$ cat src/rtl/reg_file.sv
// 8 x 8 register file: two combinational read ports, one clocked write port, async clear.
// Define REGFILE_SIM_DELAY_EN to add the datapath timing-model delays (simulation only).
module reg_file #(
    parameter int DATA_W = 8,
    parameter int ADDR_W = 3
) (
    input  logic [DATA_W-1:0] in,
    output logic [DATA_W-1:0] out1,
    output logic [DATA_W-1:0] out2,
    input  logic [ADDR_W-1:0] inaddress,
    input  logic [ADDR_W-1:0] out1address,
    input  logic [ADDR_W-1:0] out2address,
    input  logic              write,
    input  logic              clk,
    input  logic              reset
);
    localparam int DEPTH = 1 << ADDR_W;

    logic [DATA_W-1:0] regs_reg [DEPTH];
    logic [DEPTH-1:0]  wen;

    // One-hot write decode; an X on write evaluates false in the if below.
    generate
        for (genvar gi = 0; gi < DEPTH; gi++) begin : g_wdec
            assign wen[gi] = write && (inaddress == ADDR_W'(gi));
        end
    endgenerate

`ifdef REGFILE_SIM_DELAY_EN
    always_ff @(posedge clk or posedge reset) begin
        if (reset) begin
            for (int i = 0; i < DEPTH; i++) regs_reg[i] <= #1 '0;
        end else begin
            for (int i = 0; i < DEPTH; i++) begin
                if (wen[i]) regs_reg[i] <= #1 in;
            end
        end
    end

    assign #2 out1 = regs_reg[out1address];
    assign #2 out2 = regs_reg[out2address];
`else
    always_ff @(posedge clk or posedge reset) begin
        if (reset) begin
            for (int i = 0; i < DEPTH; i++) regs_reg[i] <= '0;
        end else begin
            for (int i = 0; i < DEPTH; i++) begin
                if (wen[i]) regs_reg[i] <= in;
            end
        end
    end

    // No bypass from in: a same-index read shows the old value until the edge.
    assign out1 = regs_reg[out1address];
    assign out2 = regs_reg[out2address];
`endif

endmodule

$ cat config.mk
export PLATFORM = sky130hd
export DESIGN_NAME = reg_file
export DESIGN_NICKNAME = d
export VERILOG_FILES = /design/src/rtl/reg_file.sv
export SDC_FILE = /design/constraint.sdc
export NUM_CORES = 1
export LEC_CHECK = 0
export BUFFER_PORTS_ARGS = -buffer_cell sky130_fd_sc_hd__buf_2
export CAP_MARGIN = 20
export CORE_ASPECT_RATIO = 0.6
export CORE_MARGIN = 2
export CORE_UTILIZATION = 59
export CTS_CLUSTER_SIZE = 20
export DETAILED_ROUTE_END_ITERATION = 6
export PLACE_DENSITY = 0.8
export SYNTH_ARGS = -nofsm -noshare
export SYNTH_HDL_FRONTEND = slang
export SYNTH_SLANG_ARGS = --single-unit
export TNS_END_PERCENT = 30
$ cat constraint.sdc
create_clock -name clk -period 2.35 [get_ports clk]
set_input_delay 0.235 -clock clk [delete_from_list [all_inputs] [get_ports clk]]
set_output_delay 0.235 -clock clk [all_outputs]
set_load 0.03 [all_outputs]
==> metrics.txt <==
# TYPE chip_impl_metric gauge
chip_impl_metric{name="synth-seq-cells",unit=""} 64
chip_impl_info{name="cp_cell_sequence",value="buf_2, mux4_1, mux2_2, buf_2"} 1
chip_impl_metric{name="syn_to_final_growth",unit="%"} 13.8
chip_impl_metric{name="sum_of_negative_setup_slack",unit="ns"} 0
chip_impl_metric{name="p_comb_share",unit="%"} 26.7
chip_impl_metric{name="first_global_vias",unit=""} 2199
chip_impl_metric{name="num-nets-final",unit=""} 260
chip_impl_metric{name="finalSetupViolCount",unit=""} 0
chip_impl_info{name="outcome",value="finished clean"} 1
chip_impl_metric{name="final_period_minus_worst_setup_slack",unit="ns"} 2.00
chip_impl_metric{name="antenna_cells_inserted",unit=""} 0
chip_impl_metric{name="clock_sinks",unit=""} 64
chip_impl_metric{name="met1_usage",unit="%"} 36.7
chip_impl_metric{name="largest_register_ff_count",unit=""} 64
chip_impl_metric{name="drt_pre_antenna_iters",unit=""} 5
chip_impl_metric{name="vias_per_cell",unit=""} 6.41
chip_impl_metric{name="power.static_leakage",unit="nW"} 1.78
chip_impl_info{name="grt-busiest-layer",value="met2"} 1
chip_impl_metric{name="cts-htree-levels",unit=""} 3
chip_impl_info{name="layout_common_cells",value="80 x sky130_fd_sc_hd__mux2_2, 64 x sky130_fd_sc_hd__dfrtp_1, 35 x sky130_fd_sc_hd__buf_2"} 1
chip_impl_metric{name="insertion_delay",unit="ns"} 0.33
chip_impl_metric{name="initial_antenna_violation_count",unit=""} 0
chip_impl_metric{name="finalPower",unit="mW"} 3.55
chip_impl_metric{name="switching_share",unit="%"} 27.9
chip_impl_metric{name="die_area",unit="mm²"} 0.00667
chip_impl_metric{name="initial_standard_cell_utilization_of_the_core",unit="%"} 62.5
chip_impl_metric{name="cp_data_required_time",unit="ns"} 2.12
chip_impl_metric{name="routed_wire_length_per_instance",unit="µm"} 23.9
chip_impl_metric{name="finalWeightedCongestion",unit=""} 0.727
chip_impl_metric{name="core_area",unit="mm²"} 0.00568
chip_impl_metric{name="grt.overflow.total",unit=""} 0
chip_impl_metric{name="crit_path_max_incr_delay",unit="ns"} 0.65
chip_impl_metric{name="seq_area_frac_synth",unit="%"} 45.1
chip_impl_metric{name="synth_fa_ha_area_share",unit="%"} 0
chip_impl_info{name="hold_path_end",value="regs_reg[52]$_DFFE_PP0P_"} 1
chip_impl_metric{name="clock.fmax",unit="MHz"} 499
chip_impl_metric{name="dp_slack",unit="ns"} 0.386
chip_impl_metric{name="finalCoreUtilization",unit="%"} 71.1
chip_impl_info{name="most_common_cell_after_layout_fill_and_taps_aside",value="sky130_fd_sc_hd__mux2_2"} 1
chip_impl_metric{name="io_buffers",unit=""} 35
chip_impl_metric{name="post_synth_mux_area_share",unit="%"} 48.9
chip_impl_info{name="crit_type",value="input port to output pin"} 1
chip_impl_info{name="synth_top_cells_by_area",value="sky130_fd_sc_hd__dfrtp_1 45%, sky130_fd_sc_hd__mux2_2 25%, sky130_fd_sc_hd__mux4_1 22%"} 1
chip_impl_metric{name="drt_first_iter_violations",unit=""} 129
chip_impl_metric{name="share_seq_of_total_power",unit="%"} 42.9
chip_impl_info{name="cts_root_buffer",value="sky130_fd_sc_hd__clkbuf_8"} 1
chip_impl_info{name="critical_path.top_delay_family",value="multiplexers"} 1
chip_impl_metric{name="synthSimpleGateAreaFrac",unit="%"} 2.43
chip_impl_metric{name="max-clock-path-buffers",unit=""} 2
chip_impl_info{name="rsz0062_at_grt",value="no"} 1
chip_impl_metric{name="timing.final.ws_setup",unit="ns"} 0.347
chip_impl_metric{name="post_synthesis_mean_instance_area",unit="µm²"} 17.6
chip_impl_info{name="synth_top_family_by_area",value="multiplexers"} 1
chip_impl_metric{name="num_rows",unit=""} 21
chip_impl_metric{name="wp_data_arrival",unit="ns"} 1.77
chip_impl_info{name="synthDominantAreaCellType",value="sky130_fd_sc_hd__dfrtp_1"} 1
chip_impl_metric{name="synth_top_area_share",unit="%"} 45.1
chip_impl_metric{name="final_hold_slack",unit="ns"} 0.254
chip_impl_metric{name="syn-num-nets",unit=""} 222
chip_impl_metric{name="cts.repair_timing.setup_buffer_count",unit=""} 0
chip_impl_info{name="critical_path.endpoint_type",value="output pin"} 1
chip_impl_metric{name="syn_inst",unit=""} 202
chip_impl_metric{name="maximum_number_of_pins_on_one_net_before_global_route_repair",unit=""} 41
chip_impl_metric{name="grt_first_pass_wirelength",unit="µm"} 12400
chip_impl_info{name="critical_path.most_common_cell",value="sky130_fd_sc_hd__buf_2"} 1
chip_impl_metric{name="reg_to_reg_slack_setup",unit="ns"} 1.55
chip_impl_metric{name="hold_path_depth",unit=""} 2
chip_impl_metric{name="cts-buffers-inserted",unit=""} 9
chip_impl_metric{name="grt_util_met2",unit="%"} 39.9
chip_impl_metric{name="cts.reportedPaths.clkPinSlew",unit="ns"} 0.06
chip_impl_info{name="r2r-end",value="regs_reg[9]$_DFFE_PP0P_"} 1
chip_impl_info{name="min_from",value="in[4]"} 1
chip_impl_info{name="crit_path_start_kind",value="input port"} 1
chip_impl_metric{name="i_o_pin_cnt",unit=""} 36
chip_impl_metric{name="timing.max_cap.violations",unit=""} 0
chip_impl_metric{name="power-per-cell-area",unit="mW/mm²"} 881
chip_impl_metric{name="grt_use_met3",unit="%"} 5.82
chip_impl_metric{name="r2r.worst_path.cells",unit=""} 1
chip_impl_metric{name="routed_wl",unit="µm"} 7760
chip_impl_metric{name="synth_area",unit="mm²"} 0.00355
chip_impl_metric{name="clock_power_share",unit="%"} 30.4
chip_impl_metric{name="die_height",unit="µm"} 64.1
chip_impl_metric{name="timing.clock.skew",unit="ns"} 0
chip_impl_metric{name="complex_gate_fraction_of_the_synthesized_area",unit="%"} 0
chip_impl_metric{name="synth_xor_xnor_area_share",unit="%"} 0
chip_impl_metric{name="dp_hpwl",unit="µm"} 4870
chip_impl_metric{name="track_usage",unit="%"} 25.7
chip_impl_metric{name="yosys_warnings",unit=""} 0
chip_impl_info{name="critical_path_s_slowest_cell",value="sky130_fd_sc_hd__mux4_1"} 1
chip_impl_metric{name="synth_cell_type_count",unit=""} 14
chip_impl_metric{name="worstPathMaxFanout",unit=""} 16
chip_impl_info{name="worst_min_delay_path_class",value="input port to register"} 1
chip_impl_metric{name="timing.max_slew.rel_slack",unit="%"} 50.5
chip_impl_metric{name="routed-via-count",unit=""} 2084
chip_impl_metric{name="switching_power",unit="µW"} 993
chip_impl_metric{name="drc",unit=""} 0
chip_impl_info{name="tritoncts_clock_tree",value="built"} 1
chip_impl_metric{name="tightest_slew",unit="ns"} 0.738
chip_impl_info{name="critical_path.reg2reg.startpoint",value="regs_reg[9]$_DFFE_PP0P_"} 1
chip_impl_metric{name="cp_num_buf_inv",unit=""} 2
chip_impl_metric{name="fin_crit_sh",unit="%"} 85.2
chip_impl_metric{name="drt.antenna.violating_nets",unit=""} 0
chip_impl_metric{name="vdd.ir_drop.worst",unit="V"} 0.000403
chip_impl_metric{name="finalMaxSlewViolations",unit=""} 0
chip_impl_metric{name="hold_viol",unit=""} 0
chip_impl_metric{name="die-width",unit="µm"} 104
chip_impl_metric{name="intPower",unit="mW"} 2.56
chip_impl_metric{name="layout-drive-gt1-share",unit="%"} 58.8
==> cells in the mapped netlist <==
master	number
sky130_fd_sc_hd__nand4_1	1
sky130_fd_sc_hd__clkbuf_1	3
sky130_fd_sc_hd__inv_1	1
sky130_fd_sc_hd__nor4b_4	1
sky130_fd_sc_hd__buf_12	2
sky130_fd_sc_hd__dfrtp_1	64
sky130_fd_sc_hd__buf_6	2
sky130_fd_sc_hd__mux2_2	80
sky130_fd_sc_hd__buf_2	8
sky130_fd_sc_hd__nand4b_1	3
sky130_fd_sc_hd__buf_1	2
sky130_fd_sc_hd__mux4_1	30
sky130_fd_sc_hd__mux4_2	2
sky130_fd_sc_hd__nor4bb_1	3
==> per-layer routing <==
metal  vias up  wire (µm)
li1        902          -
met1      1116       3490
met2        59       3800
met3         7        389
met4         0         80
met5         -          0
==> power groups by stage <==
stage          clock, mW  combinational [mW]  sequential (mW)
2_1_floorplan          0               0.774             1.46
3_3_place_gp           0               0.919             1.51
3_5_place_dp           0               0.950             1.53
4_1_cts             1.11               0.958             1.52
5_1_grt             1.16                1.01             1.55
6_report            1.08               0.949             1.52
==> layout make-up <==
| class | instances | area (µm²) |
|---|---|---|
| clock buffer | 14 | 173 |
| clock inverter | 2 | 60.1 |
| fill | 391 | 1640 |
| inverter | 1 | 3.75 |
| multi-input combinational | 120 | 1840 |
| sequential | 64 | 1600 |
| tap | 80 | 100 |
| timing repair buffer | 44 | 258 |
==> metrics by stage <==
| stage | area, µm² | std cells |
|---|---|---|
| finish | 4040 | 325 |
| global route | 4040 | 325 |
| CTS | 4040 | 325 |
| detailed placement | 3790 | 308 |
| global placement | 3790 | 308 |
| floorplan | 3550 | 202 |
==> cell families after synthesis <==
kind of cell	count (synthesis)
and+or+nand+nor	8
buffers and inverters	18
muxes	112
DFF	64
==> worst max path at each step <==
stage | start | endpoint | cells after the start
5_1_grt | out2address[0] | out2[2] | 4
2_1_floorplan | reset | regs_reg[0]$_DFFE_PP0P_ | 1
3_3_place_gp | out2address[0] | out2[1] | 4
3_5_place_dp | out2address[0] | out2[7] | 4
6_report | out2address[0] | out2[2] | 4
4_1_cts | out2address[0] | out2[2] | 4
==> timing repair <==
action | 4_1_cts | 5_1_grt
endpoints found under the setup margin | 0 | 0
hold buffers | 1 | 0
hold endpoints to repair | 24 | 0
resized for setup | 0 | 0
(Power assumes the default switching activity.)
